$ cat src/rtl/serial_and_or_reducer_if.sv
// Operand/result handshake bundle for serial_and_or_reducer.
// The master drives operands and consumes results; the slave is the reducer.
interface serial_and_or_reducer_if #(
    parameter int width = 8
);
    localparam int IW = ($clog2(width) > 1) ? $clog2(width) : 1;

    logic [width-1:0] a;
    logic             in_valid;
    logic             in_ready;
    logic             y;
    logic             hit;
    logic [IW-1:0]    idx;
    logic             out_valid;
    logic             out_ready;

    modport master (
        output a, in_valid, out_ready,
        input  in_ready, y, hit, idx, out_valid
    );

    modport slave (
        input  a, in_valid, out_ready,
        output in_ready, y, hit, idx, out_valid
    );
endinterface

$ cat src/rtl/serial_and_or_reducer.sv
// Bit-serial AND/OR reducer reporting the first deciding bit index.
// Define SERIAL_AND_OR_REDUCER_EARLY_TERM_EN to stop scanning at the first deciding bit.
module serial_and_or_reducer #(
    parameter int width = 8,
    parameter int sel   = 1
) (
    input logic                  clk,
    input logic                  rst_n,
    serial_and_or_reducer_if.slave bus
);
    localparam int IW = ($clog2(width) > 1) ? $clog2(width) : 1;
    localparam logic IS_AND = (sel == 1);
    localparam logic [IW-1:0] LAST = IW'(width - 1);

    typedef enum logic [1:0] {
        IDLE,
        SCAN,
        DONE
    } state_t;

    state_t           state_q;
    state_t           state_d;
    logic [width-1:0] sh_q;
    logic [IW-1:0]    cnt_q;
    logic [IW-1:0]    idx_q;
    logic             acc_q;
    logic             hit_q;
    logic             bit_k;
    logic             dec;
    logic             last;

    assign bit_k = sh_q[0];
    assign dec   = IS_AND ? ~bit_k : bit_k;

`ifdef SERIAL_AND_OR_REDUCER_EARLY_TERM_EN
    assign last = (cnt_q == LAST) || dec;
`else
    assign last = (cnt_q == LAST);
`endif

    always_ff @(posedge clk or negedge rst_n) begin
        if (!rst_n) begin
            state_q <= IDLE;
        end else begin
            state_q <= state_d;
        end
    end

    always_comb begin
        state_d       = state_q;
        bus.in_ready  = 1'b0;
        bus.out_valid = 1'b0;
        unique case (state_q)
            IDLE: begin
                bus.in_ready = 1'b1;
                if (bus.in_valid) begin
                    state_d = SCAN;
                end
            end
            SCAN: begin
                if (last) begin
                    state_d = DONE;
                end
            end
            DONE: begin
                bus.out_valid = 1'b1;
                if (bus.out_ready) begin
                    state_d = IDLE;
                end
            end
            default: state_d = IDLE;
        endcase
    end

    // idx preloads to the no-hit answer so only a hit needs to overwrite it
    always_ff @(posedge clk or negedge rst_n) begin
        if (!rst_n) begin
            sh_q  <= '0;
            cnt_q <= '0;
            idx_q <= '0;
            acc_q <= 1'b0;
            hit_q <= 1'b0;
        end else begin
            unique case (state_q)
                IDLE: begin
                    if (bus.in_valid) begin
                        sh_q  <= bus.a;
                        cnt_q <= '0;
                        idx_q <= LAST;
                        acc_q <= IS_AND;
                        hit_q <= 1'b0;
                    end
                end
                SCAN: begin
                    sh_q  <= sh_q >> 1;
                    acc_q <= IS_AND ? (acc_q & bit_k) : (acc_q | bit_k);
                    if (!last) begin
                        cnt_q <= cnt_q + 1'b1;
                    end
                    if (dec && !hit_q) begin
                        hit_q <= 1'b1;
                        idx_q <= cnt_q;
                    end
                end
                default: ;
            endcase
        end
    end

    assign bus.y   = acc_q;
    assign bus.hit = hit_q;
    assign bus.idx = idx_q;
endmodule

$ cat src/flat_wrapper.sv
// flat-port wrapper written by rule: the top's interface ports become plain ports
module serial_and_or_reducer_flat 
#(
    parameter int width = 8,
    parameter int sel   = 1
)
  (clk, rst_n, bus_a, bus_in_valid, bus_out_ready, bus_in_ready, bus_y, bus_hit, bus_idx, bus_out_valid);
  serial_and_or_reducer_if #(.width(width)) bus_i ();
  input logic clk;
  input logic rst_n;
  input wire logic [$bits(bus_i.a)-1:0] bus_a;
  input wire logic [$bits(bus_i.in_valid)-1:0] bus_in_valid;
  input wire logic [$bits(bus_i.out_ready)-1:0] bus_out_ready;
  output wire logic [$bits(bus_i.in_ready)-1:0] bus_in_ready;
  output wire logic [$bits(bus_i.y)-1:0] bus_y;
  output wire logic [$bits(bus_i.hit)-1:0] bus_hit;
  output wire logic [$bits(bus_i.idx)-1:0] bus_idx;
  output wire logic [$bits(bus_i.out_valid)-1:0] bus_out_valid;
  assign bus_i.a = bus_a;
  assign bus_i.in_valid = bus_in_valid;
  assign bus_i.out_ready = bus_out_ready;
  assign bus_in_ready = bus_i.in_ready;
  assign bus_y = bus_i.y;
  assign bus_hit = bus_i.hit;
  assign bus_idx = bus_i.idx;
  assign bus_out_valid = bus_i.out_valid;
  serial_and_or_reducer #(.width(width), .sel(sel)) u_core (.clk(clk), .rst_n(rst_n), .bus(bus_i));
endmodule
$ cat config.mk
export PLATFORM = sky130hd
export DESIGN_NAME = serial_and_or_reducer_flat
export DESIGN_NICKNAME = d
export VERILOG_FILES = /design/src/rtl/serial_and_or_reducer_if.sv /design/src/rtl/serial_and_or_reducer.sv /design/src/flat_wrapper.sv
export SDC_FILE = /design/constraint.sdc
export NUM_CORES = 1
export LEC_CHECK = 0
export CORE_UTILIZATION = 43
export DETAILED_ROUTE_END_ITERATION = 12
export PLACE_DENSITY_LB_ADDON = 0.05
export SLEW_MARGIN = 20
export SYNTH_ARGS = -nofsm -noshare
export SYNTH_HDL_FRONTEND = slang
export SYNTH_SLANG_ARGS = --single-unit
$ cat constraint.sdc
create_clock -name clk -period 1.4 [get_ports clk]
set_input_delay 0.28 -clock clk [delete_from_list [all_inputs] [get_ports clk]]
set_output_delay 0.28 -clock clk [all_outputs]
set_load 0.01 [all_outputs]
==> results.md <==
- RSZ-0062 raised after global routing: true
- Met2 WL: about 850 µm
- Failing checks: setup timing
- Antenna Nets Post-Route: 0
- Clock sink total: 18
- DRT iter0 DRCs: 8
- HPWL after detailed placement: 1300 µm
- Reg2reg end: u_core.bus.idx[1]$_DFFE_PN0P_
- Achievable frequency: about 700 MHz
- CP cell instances: buf_6, or4b_4, o22a_1
- Actual slew at the worst max-slew pin: roughly 240 ps
- Layout cell share with drive strength beyond 1: 0.265
- Cell row count: 15
- Mapped Cells: slightly below 80
- Required time of the worst setup path: 1600 ps
- Vias per cell: about 5.2
- Via count of the first global-routing pass: 662
- Antenna cells: 0
- WHS: about 290 ps
- Worst-path clk slew: 100 ps
- Clock Tree Buf Depth: 2
- Crit path time final: ~1400 ps
- Wire per inst: between 10 and 15 µm
- Yosys cell types: 22
- TritonCTS clock tree: built
- Max incr delay on CP: around 550 ps
- Die X: approximately 46 µm
- Status: finished, violations left
- Clock skew: ~1.7 ps
- Area grow syn2layout: 47.3%
- CP startpoint kind: flip-flop
- Max Transition Viols Final: 0
- Worst rel slew slack: 0.837
- Worst-Skew Late Latency: ~300 ps
- Largest net degree at the start of global routing: 19
- Final Worst Setup Slack: -33.4 ps
- Routed metal-1 wirelength: 867 µm
- Final nets: roughly 130
- Post-Syn Area: ~840 µm²
- Die Span Y: approximately 46 µm
- # DRC: 0
- DR pass1 iterations: 4
- Inserted Clock Buffers: 3
- Filler Cells Inserted: about 140
- H-tree Lvls: 1
- Max-cap violations: 0
- RePlAce Congestion: approximately 0.85
- Top Layer Used: met4
- Fin util: 0.691
- Sequential-to-total area share from yosys stat: 0.539
- Drt total wl: ~1800 µm
- CP arrival: roughly 1600 ps
- Worst-path maximum fanout: 4
- WP buf/inv: 1
- Starting Density: 0.469
- Leak pwr: about 0.55 nW
- Worst-case vdd ir drop: about 1200 µV
- Hold Crit Class: primary input to asynchronous set/reset pin
- CP Capture Type: flip-flop
- Gr ovfl total: 0
- Setup crit start: u_core.state_q[1]$_DFFE_PN0P_
- PwrDens: between 1500 and 2000 nW/µm²
- DR WL met3: roughly 71 µm
- Via count: 716
- Final Cycle Share: 1.02
- Die area: between 2000 and 2500 µm²
- R2R Setup Slk: -30 ps
- Synth Area per Inst: around 11 µm²
- Initial antenna violation count: 0
- Placeable Area: roughly 1800 µm²
- PortBufs: 18
- CP max stage cell: or4b_4
- Clock Tree Root: clkbuf_4
- R2r worst-path depth: 3
- I/O pin count: 19
- Final setup viols: 5
- Synth warn: 0
- Hold_buf cts: 0
- Post-Syn Nets: slightly above 90
- Final Hold Vio Count: 0
- First-pass GRT wire length: between 2000 and 3000 µm
- RR Startpoint: u_core.state_q[1]$_DFFE_PN0P_
- GRT Total Usage: 0.197
- Synth Register Bits: 18
- CP Class: flip-flop to flip-flop
- Crit path max-delay family: simple AND/OR/NAND/NOR gates
-- Yosys cell counts, drive strengths merged --
library cell / n / area (µm²)
a22oi: 8 / 60.1
a22o: 1 / 8.76
nor4b: 1 / 8.76
o21bai: 2 / 15.0
o31ai: 1 / 12.5
buf: 1 / 7.51
mux2i: 2 / 20.0
dfrtp: 18 / 450
a32o: 1 / 10.0
inv: 6 / 22.5
o22a: 3 / 26.3
or4b: 1 / 13.8
nor2b: 3 / 18.8
nor2: 3 / 11.3
nand2: 7 / 26.3
clkbuf: 2 / 7.51
a21o: 1 / 7.51
and3b: 1 / 8.76
o21ai: 11 / 55.1
a21oi: 1 / 5.00
and2b: 2 / 15.0
ha: 2 / 25.0
-- layout by cell type (no fill, tap or decap) --
cell type	instances
a21o_1	1
a21oi_1	1
a22o_1	1
a22oi_1	7
a22oi_2	1
a32o_1	1
and2b_1	1
and2b_2	1
and3b_1	1
buf_12	1
buf_4	13
buf_6	2
clkbuf_4	3
clkbuf_8	1
clkdlybuf4s15_2	2
clkdlybuf4s50_1	11
dfrtp_1	18
dlygate4sd2_1	5
ha_2	2
inv_1	6
mux2i_1	2
nand2_1	7
nor2_1	3
nor2b_1	2
nor2b_2	1
nor4b_1	1
o21ai_0	9
o21ai_1	2
o21bai_1	1
o21bai_2	1
o22a_1	3
o31ai_4	1
or4b_4	1
-- flip-flops by register name, indices dropped and copies added, names as in the netlist --
register / flops
u_core.bus.idx: 3
u_core.bus.hit: 1
u_core.state_q: 2
u_core.bus.y: 1
u_core.sh_q: 8
u_core.cnt_q: 3
-- area by class of cell --
type | count | area, µm² | area share
Clock buffer | 4 | 36.3 | 0.0295
Inverter | 6 | 22.5 | 0.0183
Multi-Input combinational cell | 51 | 374 | 0.304
Sequential cell | 18 | 450 | 0.366
Tap cell | 25 | 31.3 | 0.0254
Timing Repair Buffer | 34 | 317 | 0.257
-- routing by layer --
metal	track usage	vias up
met5	0	-
met1	0.265	340
li1	-	353
met3	0.0353	4
met2	0.307	19
met4	0.0882	0
-- where the power goes --
part	internal [W]	switching [W]
sequential	0.000723	0.000123
combinational	0.000597	0.000479
clock	0.000159	0.000167
-- worst max-delay path by stage --
stage | cells past startpoint | slack, ps | endpoint
finish | 3 | -30 | u_core.bus.idx[1]$_DFFE_PN0P_
global route | 2 | -70 | bus_in_ready
CTS | 3 | -40 | u_core.bus.idx[0]$_DFFE_PN0P_
detailed placement | 4 | -80 | u_core.bus.idx[0]$_DFFE_PN0P_
global placement | 4 | -60 | u_core.bus.idx[1]$_DFFE_PN0P_
floorplan | 3 | 80 | u_core.bus.idx[0]$_DFFE_PN0P_
-- what timing repair did --
action | CTS | global route
pin swaps | 4 | 0
endpoints found under the setup margin | 11 | 8
resized for setup | 15 | 7
setup buffers | 1 | 1
-- kinds of logic (layout without fill, tap and decap cells) --
family                     Yosys count  count (layout)  share of synthesized area
AOI/OAI and AO/OA                   29              29                      0.240
DFF                                 18              18                      0.539
and+or+nand+nor                     18              18                      0.123
buffers and inverters                9              44                     0.0449
adders and majority gates            2               2                     0.0299
muxes                                2               2                     0.0240
-- per-stage QoR --
stage               setup slack, ps  instances  setup TNS [ps]  instance area (µm²)  power [W]
finish                        -33.4        138            -106                 1230    0.00225
global route                  -70.9        138            -335                 1230    0.00240
detailed placement            -75.1        133            -362                 1160    0.00190
floorplan                      83.8         78               0                  836    0.00139
global placement              -55.3        133            -198                 1160    0.00187
CTS                           -41.7        138            -176                 1210    0.00223
No activity file was read; power rests on OpenSTA's default activity.
